==> src/rtl/lc3_pkg.sv <==
// Shared definitions for the LC-3 fetch stage: datapath width, reset vector and FSM states.
package lc3_pkg;

    localparam int unsigned XLEN = 16;
    localparam logic [XLEN-1:0] LC3_RESET_PC = 16'h3000;

    typedef enum logic [1:0] {
        IDLE = 2'd0,
        REQ  = 2'd1,
        HOLD = 2'd2
    } fetch_state_t;

endpackage

==> src/rtl/lc3_fetch_unit.sv <==
// LC-3 instruction fetch: owns fetch_pc, drives a req/ack imem port and hands one
// instruction at a time to decode; execute redirects squash any fetch already in flight.
module lc3_fetch_unit
    import lc3_pkg::*;
#(
    parameter int unsigned     XLEN     = lc3_pkg::XLEN,
    parameter logic [XLEN-1:0] RESET_PC = LC3_RESET_PC
) (
    input  logic            clk,
    input  logic            rst,
    input  logic            br,
    input  logic [XLEN-1:0] br_pc,
    output logic            mem_req,
    output logic [XLEN-1:0] mem_addr,
    input  logic            mem_ack,
    input  logic [XLEN-1:0] mem_rdata,
    output logic            inst_valid,
    input  logic            inst_ready,
    output logic [XLEN-1:0] inst,
    output logic [XLEN-1:0] inst_pc
);

    fetch_state_t    state, state_d;
    logic [XLEN-1:0] fetch_pc, fetch_pc_d;
    logic            squash, squash_d;
    logic            mem_req_d;
    logic [XLEN-1:0] mem_addr_d;
    logic            inst_valid_d;
    logic [XLEN-1:0] inst_d, inst_pc_d;

    // State and output registers
    always_ff @(posedge clk) begin
        if (rst) begin
            state      <= IDLE;
            fetch_pc   <= RESET_PC;
            squash     <= 1'b0;
            mem_req    <= 1'b0;
            mem_addr   <= RESET_PC;
            inst_valid <= 1'b0;
            inst       <= '0;
            inst_pc    <= RESET_PC;
        end else begin
            state      <= state_d;
            fetch_pc   <= fetch_pc_d;
            squash     <= squash_d;
            mem_req    <= mem_req_d;
            mem_addr   <= mem_addr_d;
            inst_valid <= inst_valid_d;
            inst       <= inst_d;
            inst_pc    <= inst_pc_d;
        end
    end

    // Next-state and next-output logic
    always_comb begin
        state_d      = state;
        fetch_pc_d   = fetch_pc;
        squash_d     = squash;
        inst_valid_d = inst_valid;
        inst_d       = inst;
        inst_pc_d    = inst_pc;

        unique case (state)
            IDLE: begin
                state_d = REQ;
                if (br) fetch_pc_d = br_pc;
            end
            REQ: begin
                if (!mem_ack) begin
                    if (br) begin
                        squash_d   = 1'b1;
                        fetch_pc_d = br_pc;
                    end
                end else if (squash || br) begin
                    // Stale word: drop it and re-request from the redirected PC.
                    squash_d = 1'b0;
                    if (br) fetch_pc_d = br_pc;
                end else begin
                    inst_d       = mem_rdata;
                    inst_pc_d    = fetch_pc;
                    inst_valid_d = 1'b1;
                    fetch_pc_d   = fetch_pc + XLEN'(1);
                    state_d      = HOLD;
                end
            end
            HOLD: begin
                if (br) begin
                    inst_valid_d = 1'b0;
                    fetch_pc_d   = br_pc;
                    state_d      = REQ;
                end else if (inst_ready) begin
                    inst_valid_d = 1'b0;
                    state_d      = REQ;
                end
            end
            default: state_d = IDLE;
        endcase

        // Address is frozen while a request is outstanding, otherwise it tracks fetch_pc.
        mem_req_d  = (state_d == REQ);
        mem_addr_d = (state == REQ && !mem_ack) ? mem_addr : fetch_pc_d;
    end

endmodule

==> config.mk <==
export PLATFORM = sky130hd
export DESIGN_NAME = lc3_fetch_unit
export DESIGN_NICKNAME = d
export VERILOG_FILES = /design/src/rtl/lc3_pkg.sv /design/src/rtl/lc3_fetch_unit.sv
export SDC_FILE = /design/constraint.sdc
export NUM_CORES = 1
export LEC_CHECK = 0
export ABC_CLOCK_PERIOD_IN_PS = 4400
export BUFFER_PORTS_ARGS = -buffer_cell sky130_fd_sc_hd__buf_2
export CORE_MARGIN = 10
export CORE_UTILIZATION = 35
export DETAILED_ROUTE_END_ITERATION = 6
export SLEW_MARGIN = 20
export SYNTH_ARGS = -nofsm -noshare
export SYNTH_HDL_FRONTEND = slang
export SYNTH_SLANG_ARGS = --single-unit
==> constraint.sdc <==
create_clock -name clk -period 4.4 [get_ports clk]
set_input_delay 0.44 -clock clk [delete_from_list [all_inputs] [get_ports clk]]
set_output_delay 0.44 -clock clk [all_outputs]
set_load 0.05 [all_outputs]
* Word level (Yosys, flattened, before mapping)
Cells that the tools add are included.
** Operators by class
- Add/subtract/negate cells :: 1
- Equality and inequality tests :: 7
- Mux-type cells :: 17
- Bitwise gates (word level) :: 1
- Reduce and logical (&&, ||, !) cells :: 10
** Operators with widths (number)
- two-way mux 16 bit :: 3
- one-hot mux 16 bit (2 select lines) :: 1
- adder 16 x 1 -> 16 bit (second input constant) :: 1
- two-way mux 2 bit :: 4
- two-way mux 1 bit :: 7
- one-hot mux 2 bit (3 select lines) :: 1
- AND reduction 3 bit :: 2
- == test 2 x 1 -> 1 bit (second input constant) :: 2
- != test 2 bit (second input constant) :: 2
- AND reduction 4 bit :: 1
- nonzero test 2 bit :: 2
- != test 3 bit (second input constant) :: 1
- == test 2 bit (second input constant) :: 1
- logical NOT 2 bit :: 1
- != test 2 x 1 -> 1 bit (second input constant) :: 1
- one-hot mux 1 bit (2 select lines) :: 1
- OR reduction 2 bit :: 1
- logical AND 1 bit :: 1
- logical NOT 1 bit :: 1
- logical OR 1 bit :: 1
- NOT 1 bit :: 1
** Storage, ports and cells
- Register bits after elaboration :: 69
- Input port bits :: 37
- Word-level logic and storage cells :: 44

* Logic depth before layout (Yosys ltp)
Gate-level depths: netlist of the first run.
- Word-level depth :: 5
- Gate-level depth with buffers :: 7
- Depth with buffers taken out :: 5

* Least setup slack after synthesis of the first run
Ideal clock, no wire load.
- Path kind :: input to register
- From :: input port br
- To :: register mem_addr[9]
- Library setup time :: 88 ps
- Data arrival time :: 1580 ps
- Data required time :: 4312 ps
- Path slack :: 2732 ps
- Cell stages on the path :: 5
- Path buffers :: 1
- Cells stage by stage :: buf_6 nor3b_4 nand2_4 or3_1 a311oi_2
** Between the ends
- Word-level cells in the longest chain between the ends :: 4
** RTL lines
- start: declaration :: RTL line lc3_fetch_unit.sv:11 : input logic br,
- two-way mux 16 bit or logical OR 1 bit (tied branches)
- two-way mux 16 bit :: RTL line lc3_fetch_unit.sv:74 : end else if (squash || br) begin
- two-way mux 16 bit :: RTL line lc3_fetch_unit.sv:69 : if (!mem_ack) begin
- one-hot mux 16 bit (2 select lines) * :: RTL line lc3_fetch_unit.sv:63 : unique case (state)
- end signal: assignment :: RTL line lc3_fetch_unit.sv:47 : mem_addr <= mem_addr_d;
- end: declaration :: RTL line lc3_fetch_unit.sv:14 : output logic [XLEN-1:0] mem_addr,
Mark *: on every way between the ends. The rest lies on a longest branch, timed or not.
A chain may end at the register's enable or synchronous reset.

* Final worst setup path of the first run
- From :: register state[0]
- To :: register mem_addr[9]
** Between the ends
- Word-level cells in the longest chain between the ends :: 3
** RTL lines
- start: declaration :: RTL line lc3_fetch_unit.sv:23 : fetch_state_t state, state_d;
- start signal: assignment :: RTL line lc3_fetch_unit.sv:43 : state <= state_d;
- == test 2 bit or logical NOT 2 bit (tied branches) :: RTL line lc3_fetch_unit.sv:63
- OR reduction 2 bit (no source line)
- one-hot mux 16 bit (2 select lines) :: RTL line lc3_fetch_unit.sv:63
Several ways; a longest one is shown, not always the timed one.

==> results.sh, run 1 <==
export IMPL_status="complete, no violations"
export IMPL_power_density_nw_per_um2=375
export IMPL_muxShareOfSynthArea_pct=1.61
export IMPL_track_usage_pct=13.8
export IMPL_clock_sinks=69
export IMPL_globalplace_congestion=0.812
export IMPL_hold_viol=0
export IMPL_wire_per_inst_um=16.3
export IMPL_drtAntennaViolNets=0
export IMPL_synth_top_area_cell="dfxtp_1"
export IMPL_yosysSeqAreaShare_pct=44.5
export IMPL_ys_ff_latch=69
export IMPL_fin_ws_ns=2.03
export IMPL_hold_buffers=0
export IMPL_synth_top_family_by_area="simple AND/OR/NAND/NOR gates"
export IMPL_synth_top_cell_area_share_pct=44.5
export IMPL_ys_types=54
export IMPL_drc=0
export IMPL_nFillCells=909
export IMPL_tritoncts="done"
export IMPL_ys_warn_count=0
export IMPL_rsz0062_at_grt="false"
export IMPL_worst_ep_arrival_time_ns=2.62
export IMPL_worst_pin_slew_ns=1.09
export IMPL_grt_pass1_vias=2929
export IMPL_firstDrtPassIters=4
export IMPL_clk_path_buf_depth=2
export IMPL_drv_cap=0
export IMPL_relSlewSlack_pct=26.8
export IMPL_cts_htree_levels=3
export IMPL_synthTopCellsByCount="73 x nand2_1, 69 x dfxtp_1, 45 x a21oi_1"
export IMPL_dpl_cell_area_um2=3470
export IMPL_syn_num_nets=399
export IMPL_io_buffers=86
export IMPL_wl_met2_mm=4.06
export IMPL_rows=34
export IMPL_hold_path_cell_count=2
export IMPL_grt_first_pass_wirelength_mm=14.8
export IMPL_max_vdd_ir_drop_mv=0.144
export IMPL_design_power_total_w=0.00136
export IMPL_start_util_pct=35.8
export IMPL_wl_met1_mm=4.11
export IMPL_cts_root_buffer_cell="clkbuf_8"
export IMPL_final_net_count=467
export IMPL_yosys_top_cells_area="dfxtp_1 44%, nand2_1 8.8%, a21oi_1 7.3%, a31oi_1 2.8%, buf_6 2.5%"
export IMPL_avgSynthCellArea_um2=8.60
export IMPL_area_delta_synth_final_pct=16.8
export IMPL_vias=2904
export IMPL_cts_buffers=9
export IMPL_synthAdderAreaFrac_pct=0.403
export IMPL_cts_resized=0
export IMPL_r2r_cells=4
export IMPL_synthFlopType="dfxtp_1"
export IMPL_multiInputGateArea_um2=1510
export IMPL_clock_fmax_ghz=0.423
export IMPL_dr_wl_met3_um=497
export IMPL_finalClockSkew_ns=0.0109
export IMPL_startpoint_type="register"
export IMPL_final_max_slew_viol_count=0
export IMPL_dieWidth_um=114
export IMPL_vias_per_cell=5.37
export IMPL_synthesis_area_um2=3110
export IMPL_io_pins=87
export IMPL_worst_ep_required_time_ns=4.65
export IMPL_synth_most_common_cell="nand2_1"
export IMPL_first_iter_violations=158
export IMPL_drive_gt1_share_pct=26.3
export IMPL_synthXorXnorAreaFrac_pct=0
export IMPL_antenna_found_initial=0
export IMPL_die_area_um2=13000
export IMPL_dr_max_layer_used="met4"
export IMPL_synth_compound_area_share_pct=22.4
export IMPL_dp_hpwl_mm=6.35
export IMPL_cp_end_kind="register"
export IMPL_clk_latency_ns=0.34
export IMPL_whs_ns=0.339
export IMPL_period_minus_slack_ns=2.37
export IMPL_fin_crit_sh_pct=53.8
export IMPL_grt_max_degree=52
export IMPL_regArea_um2=1380
export IMPL_fp_dieH_um=114
export IMPL_post_cts_buffers=0
export IMPL_clk_pin_slew_ns=0.07
export IMPL_setup_viol=0
export IMPL_tns_ns=0
export IMPL_wl_mm=8.84
export IMPL_synthesis_instances=361
export IMPL_synth_edf_count=0
export IMPL_synthSimpleGateAreaFrac_pct=24.1
export IMPL_min_path_type="primary input to register"
export IMPL_place_ws_ns=1.81
export IMPL_async_flop_share_pct=0
export IMPL_diodes=0
export IMPL_design_area_um2=3630
export IMPL_crit_fanout=37
export IMPL_crit_type="register to register"
export IMPL_core_area_um2=8680
export IMPL_grt_overflow_total=0
export IMPL_leakage_nw=1.45
## sequential cells by signal, indices dropped and copies added, names as in the netlist
name        flops
inst           16
squash          1
inst_pc        16
mem_addr       16
inst_valid      1
fetch_pc       16
state           2
mem_req         1
## routing by layer
metal  up-vias  GRT usage (%)
li1       1435              -
met1      1384           17.0
met2        72           22.0
met3        13           3.67
met4         0           5.93
met5         -              0
## worst paths after layout
| kind | from | endpoint | slack [ns] |
|---|---|---|---|
| setup / recovery | state[0]$_SDFF_PP0_ | mem_addr[9]$_SDFFE_PP0N_ | 2.03 |
| hold / removal | mem_ack | squash$_SDFFE_PP0P_ | 0.34 |
| setup reg to reg | state[0]$_SDFF_PP0_ | mem_addr[9]$_SDFFE_PP0N_ | 2.03 |
| hold reg to reg | inst[1]$_SDFFE_PP0P_ | inst[1]$_SDFFE_PP0P_ | 0.45 |
## final cells by class
type	count	area share (%)
Inverter	2	0.207
Multi-Input combinational cell	260	41.5
Tap cell	108	3.73
Clock buffer	13	4.11
Timing Repair Buffer	87	12.1
Clock inverter	2	0.276
Sequential cell	69	38.1
## cell usage in the layout, fill, tap and decap left out, types with 2 or more instances in the layout
| cell type | n |
|---|---|
| o21ai_2 | 2 |
| a31oi_1 | 14 |
| a22oi_1 | 5 |
| nand2b_1 | 4 |
| clkbuf_1 | 3 |
| and4_1 | 4 |
| a311oi_1 | 5 |
| a21oi_1 | 45 |
| o21ai_0 | 7 |
| a221oi_1 | 2 |
| nand2_1 | 73 |
| nor2b_1 | 2 |
| nand4_1 | 4 |
| a211o_1 | 3 |
| o21bai_1 | 6 |
| nor2_1 | 14 |
| inv_1 | 2 |
| a311oi_2 | 2 |
| o21ai_1 | 3 |
| nor3_1 | 11 |
| nor4_1 | 2 |
| a211oi_1 | 5 |
| nand3_1 | 6 |
| mux2i_1 | 5 |
| and3_1 | 4 |
| clkinv_2 | 2 |
| or3_1 | 5 |
| nor3b_1 | 2 |
| buf_2 | 86 |
| dfxtp_1 | 69 |
| nor3_2 | 2 |
| clkbuf_8 | 10 |
| nand3b_1 | 5 |
## cells by family (layout without fill, tap and decap cells)
group,after synthesis,count (layout)
simple gates,147,147
compound gates,107,107
flops,69,69
buf+inv,32,104
mux,5,5
fa+ha+maj,1,1
## critical path, stage by stage (launching register included)
cell and delay, ns:
dfxtp_1 0.48, nor2b_1 0.64, nand2_4 0.41, or3_1 0.51, a311oi_2 0.23
## power by group
group,leakage (nW),total [W],switching (W),internal (W)
Clock,0.0833,0.000442,0.000226,0.000216
Combinational,0.802,0.000228,0.000164,0.0000644
Sequential,0.565,0.000689,0.0000314,0.000658
## stage by stage
| step | util, % | std cells |
|---|---|---|
| final | 41.8 | 541 |
| after global routing | 41.8 | 541 |
| after CTS | 41.8 | 541 |
| after detailed placement | 40.0 | 526 |
| after global placement | 40.0 | 526 |
| after floorplan | - | 361 |
Note: power is estimated with default switching activity, not from simulation.
==> run 2, diff against run 1 <==
--- a/config.mk
+++ b/config.mk
@@ -5,7 +5,8 @@
 export SDC_FILE = /design/constraint.sdc
 export NUM_CORES = 1
 export LEC_CHECK = 0
-export ABC_CLOCK_PERIOD_IN_PS = 4400
+export ABC_AREA = 1
+export ABC_CLOCK_PERIOD_IN_PS = 2100
 export BUFFER_PORTS_ARGS = -buffer_cell sky130_fd_sc_hd__buf_2
 export CORE_MARGIN = 10
 export CORE_UTILIZATION = 35
==> constraint.sdc (replaced) <==
create_clock -name clk -period 2.1 [get_ports clk]
set_input_delay 0.21 -clock clk [delete_from_list [all_inputs] [get_ports clk]]
set_output_delay 0.21 -clock clk [all_outputs]
set_load 0.05 [all_outputs]
==> run 2 against run 1 <==
Effect of this change:
- count of clock-buffer cells in the layout is 4 lower
- critical endpoint unchanged
- wire length up 14%
- total power rose by 150%
- die area rose by 6.8%
==> results.sh, run 2 <==
export IMPL_clk_path_buf_depth=2
export IMPL_first_iter_violations=221
export IMPL_ys_ff_latch=69
export IMPL_synthTopCellsByCount="92 x nor2_1, 87 x nand2_1, 69 x dfxtp_1"
export IMPL_dieWidth_um=118
export IMPL_antenna_found_initial=0
export IMPL_clock_sinks=69
export IMPL_drtAntennaViolNets=0
export IMPL_rsz0062_at_grt="false"
export IMPL_cts_htree_levels=3
export IMPL_async_flop_share_pct=0
export IMPL_crit_chain="nand2_8 -> nor2_4 -> nand2_2 -> nor2_1 -> nand2_1 -> nand2_1 -> inv_1 -> nand3_1 -> nand2_1 -> inv_1"
export IMPL_grt_overflow_total=0
export IMPL_syn_num_nets=517
export IMPL_area_delta_synth_final_pct=21.9
export IMPL_tns_ns=0
export IMPL_tritoncts="done"
export IMPL_crit_family="simple AND/OR/NAND/NOR gates"
export IMPL_final_util_pct=44.1
export IMPL_synth_most_common_cell="nor2_1"
export IMPL_cts_buffers=9
export IMPL_clk_pin_slew_ns=0.09
export IMPL_crit_type="register to register"
export IMPL_final_cell_mix="92 x nor2_1, 87 x nand2_1, 86 x buf_2"
export IMPL_synth_top_area_cell="dfxtp_1"
export IMPL_track_usage_pct=14.4
export IMPL_vias_per_cell=4.76
export IMPL_cp_end_kind="register"
export IMPL_fp_dieH_um=118
export IMPL_drc=0
export IMPL_clk_latency_ns=0.36
export IMPL_worst_ep_required_time_ns=2.41
export IMPL_drive_gt1_share_pct=26.5
export IMPL_rows=35
export IMPL_critPathSlowestCell="dfxtp_1"
export IMPL_worst_pin_slew_ns=0.521
export IMPL_final_max_slew_viol_count=0
export IMPL_dp_cells=683
export IMPL_vias=3324
export IMPL_crit_fanout=13
export IMPL_grt_pass1_vias=3270
export IMPL_dpl_cell_area_um2=3890
export IMPL_clock_fmax_ghz=0.595
export IMPL_wl_mm=10.0
export IMPL_io_buffers=86
export IMPL_period_minus_slack_ns=1.68
export IMPL_design_area_um2=4100
export IMPL_hold_viol=0
export IMPL_grt_max_degree=36
export IMPL_ys_types=37
export IMPL_cts_resized=0
export IMPL_finalClockSkew_ns=0.0144
export IMPL_fin_crit_sh_pct=80.0
export IMPL_relSlewSlack_pct=65.2
export IMPL_hold_buffers=0
export IMPL_dp_hpwl_mm=7.35
export IMPL_worst_ep_arrival_time_ns=1.99
export IMPL_globalplace_congestion=0.862
export IMPL_wire_per_inst_um=14.4
export IMPL_synthFlopType="dfxtp_1"
export IMPL_io_pins=87
export IMPL_synthesis_area_um2=3360
export IMPL_yosysSeqAreaShare_pct=41.1
export IMPL_power_density_nw_per_um2=817
export IMPL_yosys_top_cells_area="dfxtp_1 41%, nor2_1 10%, nand2_1 9.7%, o21ai_0 6.3%, inv_1 4.8%"
export IMPL_min_path_type="primary input to register"
export IMPL_status="complete, no violations"
export IMPL_core_area_um2=9280
export IMPL_setup_viol=0
export IMPL_layout_commonest_cell="nor2_1"
export IMPL_final_net_count=603
export IMPL_post_cts_buffers=0
export IMPL_ys_warn_count=0
export IMPL_firstDrtPassIters=6
export IMPL_avgSynthCellArea_um2=7.02
export IMPL_drv_cap=0
export IMPL_max_vdd_ir_drop_mv=0.338
export IMPL_leakage_nw=2.06
export IMPL_die_area_um2=13900
export IMPL_path_common_cell="nand2_1"
export IMPL_synth_top_cell_area_share_pct=41.1
export IMPL_worst_path_buf_inv=2
export IMPL_start_util_pct=36.2
export IMPL_cts_root_buffer_cell="clkbuf_8"
export IMPL_synthesis_instances=479
export IMPL_design_power_total_w=0.00335
export IMPL_layout_cells_non_filler=699
export IMPL_synth_edf_count=0
export IMPL_nFillCells=1015
export IMPL_startpoint_type="register"
export IMPL_diodes=0
export IMPL_grt_first_pass_wirelength_mm=16.6
export IMPL_slowest_delay_ns=0.48
[run 2: per-stage QoR]
stage          hold slack, ns  setup WS [ns]
2_1_floorplan           0.345          0.686
3_3_place_gp            0.436          0.443
3_5_place_dp            0.439          0.436
4_1_cts                0.0571          0.440
5_1_grt                0.0657          0.225
6_report               0.0689          0.421
[run 2: power by group]
group / switching [W] / leakage [nW] / internal, W / total (W)
logic: 0.000524 / 1.40 / 0.000203 / 0.000728
clock network: 0.000583 / 0.0968 / 0.000563 / 0.00115
registers: 0.0000703 / 0.567 / 0.00140 / 0.00147
[run 2: path summary, 6_finish.rpt]
kind                                         startpoint                        to  slack (ns)  depth (start not counted)
worst min register to register  inst_pc[7]$_SDFFE_PP0P_   inst_pc[7]$_SDFFE_PP0P_        0.47                          2
worst max register to register      state[0]$_SDFF_PP0_  mem_addr[9]$_SDFFE_PP0N_        0.42                         10
worst max-delay path                state[0]$_SDFF_PP0_  mem_addr[9]$_SDFFE_PP0N_        0.42                         10
worst min-delay path                      mem_rdata[15]     inst[15]$_SDFFE_PP0P_        0.07                          3
[run 2: area by class of cell]
cell class	count	area (um^2)	share of cell area [%]
multi-input combinational	340	1650	40.4
sequential	69	1380	33.7
timing repair buffer	97	513	12.5
inverter	48	183	4.46
tap	129	161	3.94
clock buffer	9	124	3.02
clock inverter	7	80.1	1.95
[run 2: per-layer routing]
metal  track usage (%)  vias up  share of wire [%]
met4              4.56        0                1.6
met1              18.8     1486                 50
li1                  -     1721                  -
met3              5.32       16                6.7
met2              21.3      101                 42
met5                 0        -                  0
[run 2: cells by family after synthesis]
| group | share of synthesized area [%] |
|---|---|
| XOR/XNOR | 0.521 |
| flip-flops | 41.1 |
| adder cells (fa/ha/maj) | 0.372 |
| AND/OR/NAND/NOR | 34.2 |
| buffers and inverters | 9.68 |
| AO/OA/AOI/OAI | 14.1 |
[run 2: worst min-delay path: stages]
cell	delay [ns]
buf_2	0.07
nor2_1	0.03
nor2_1	0.08
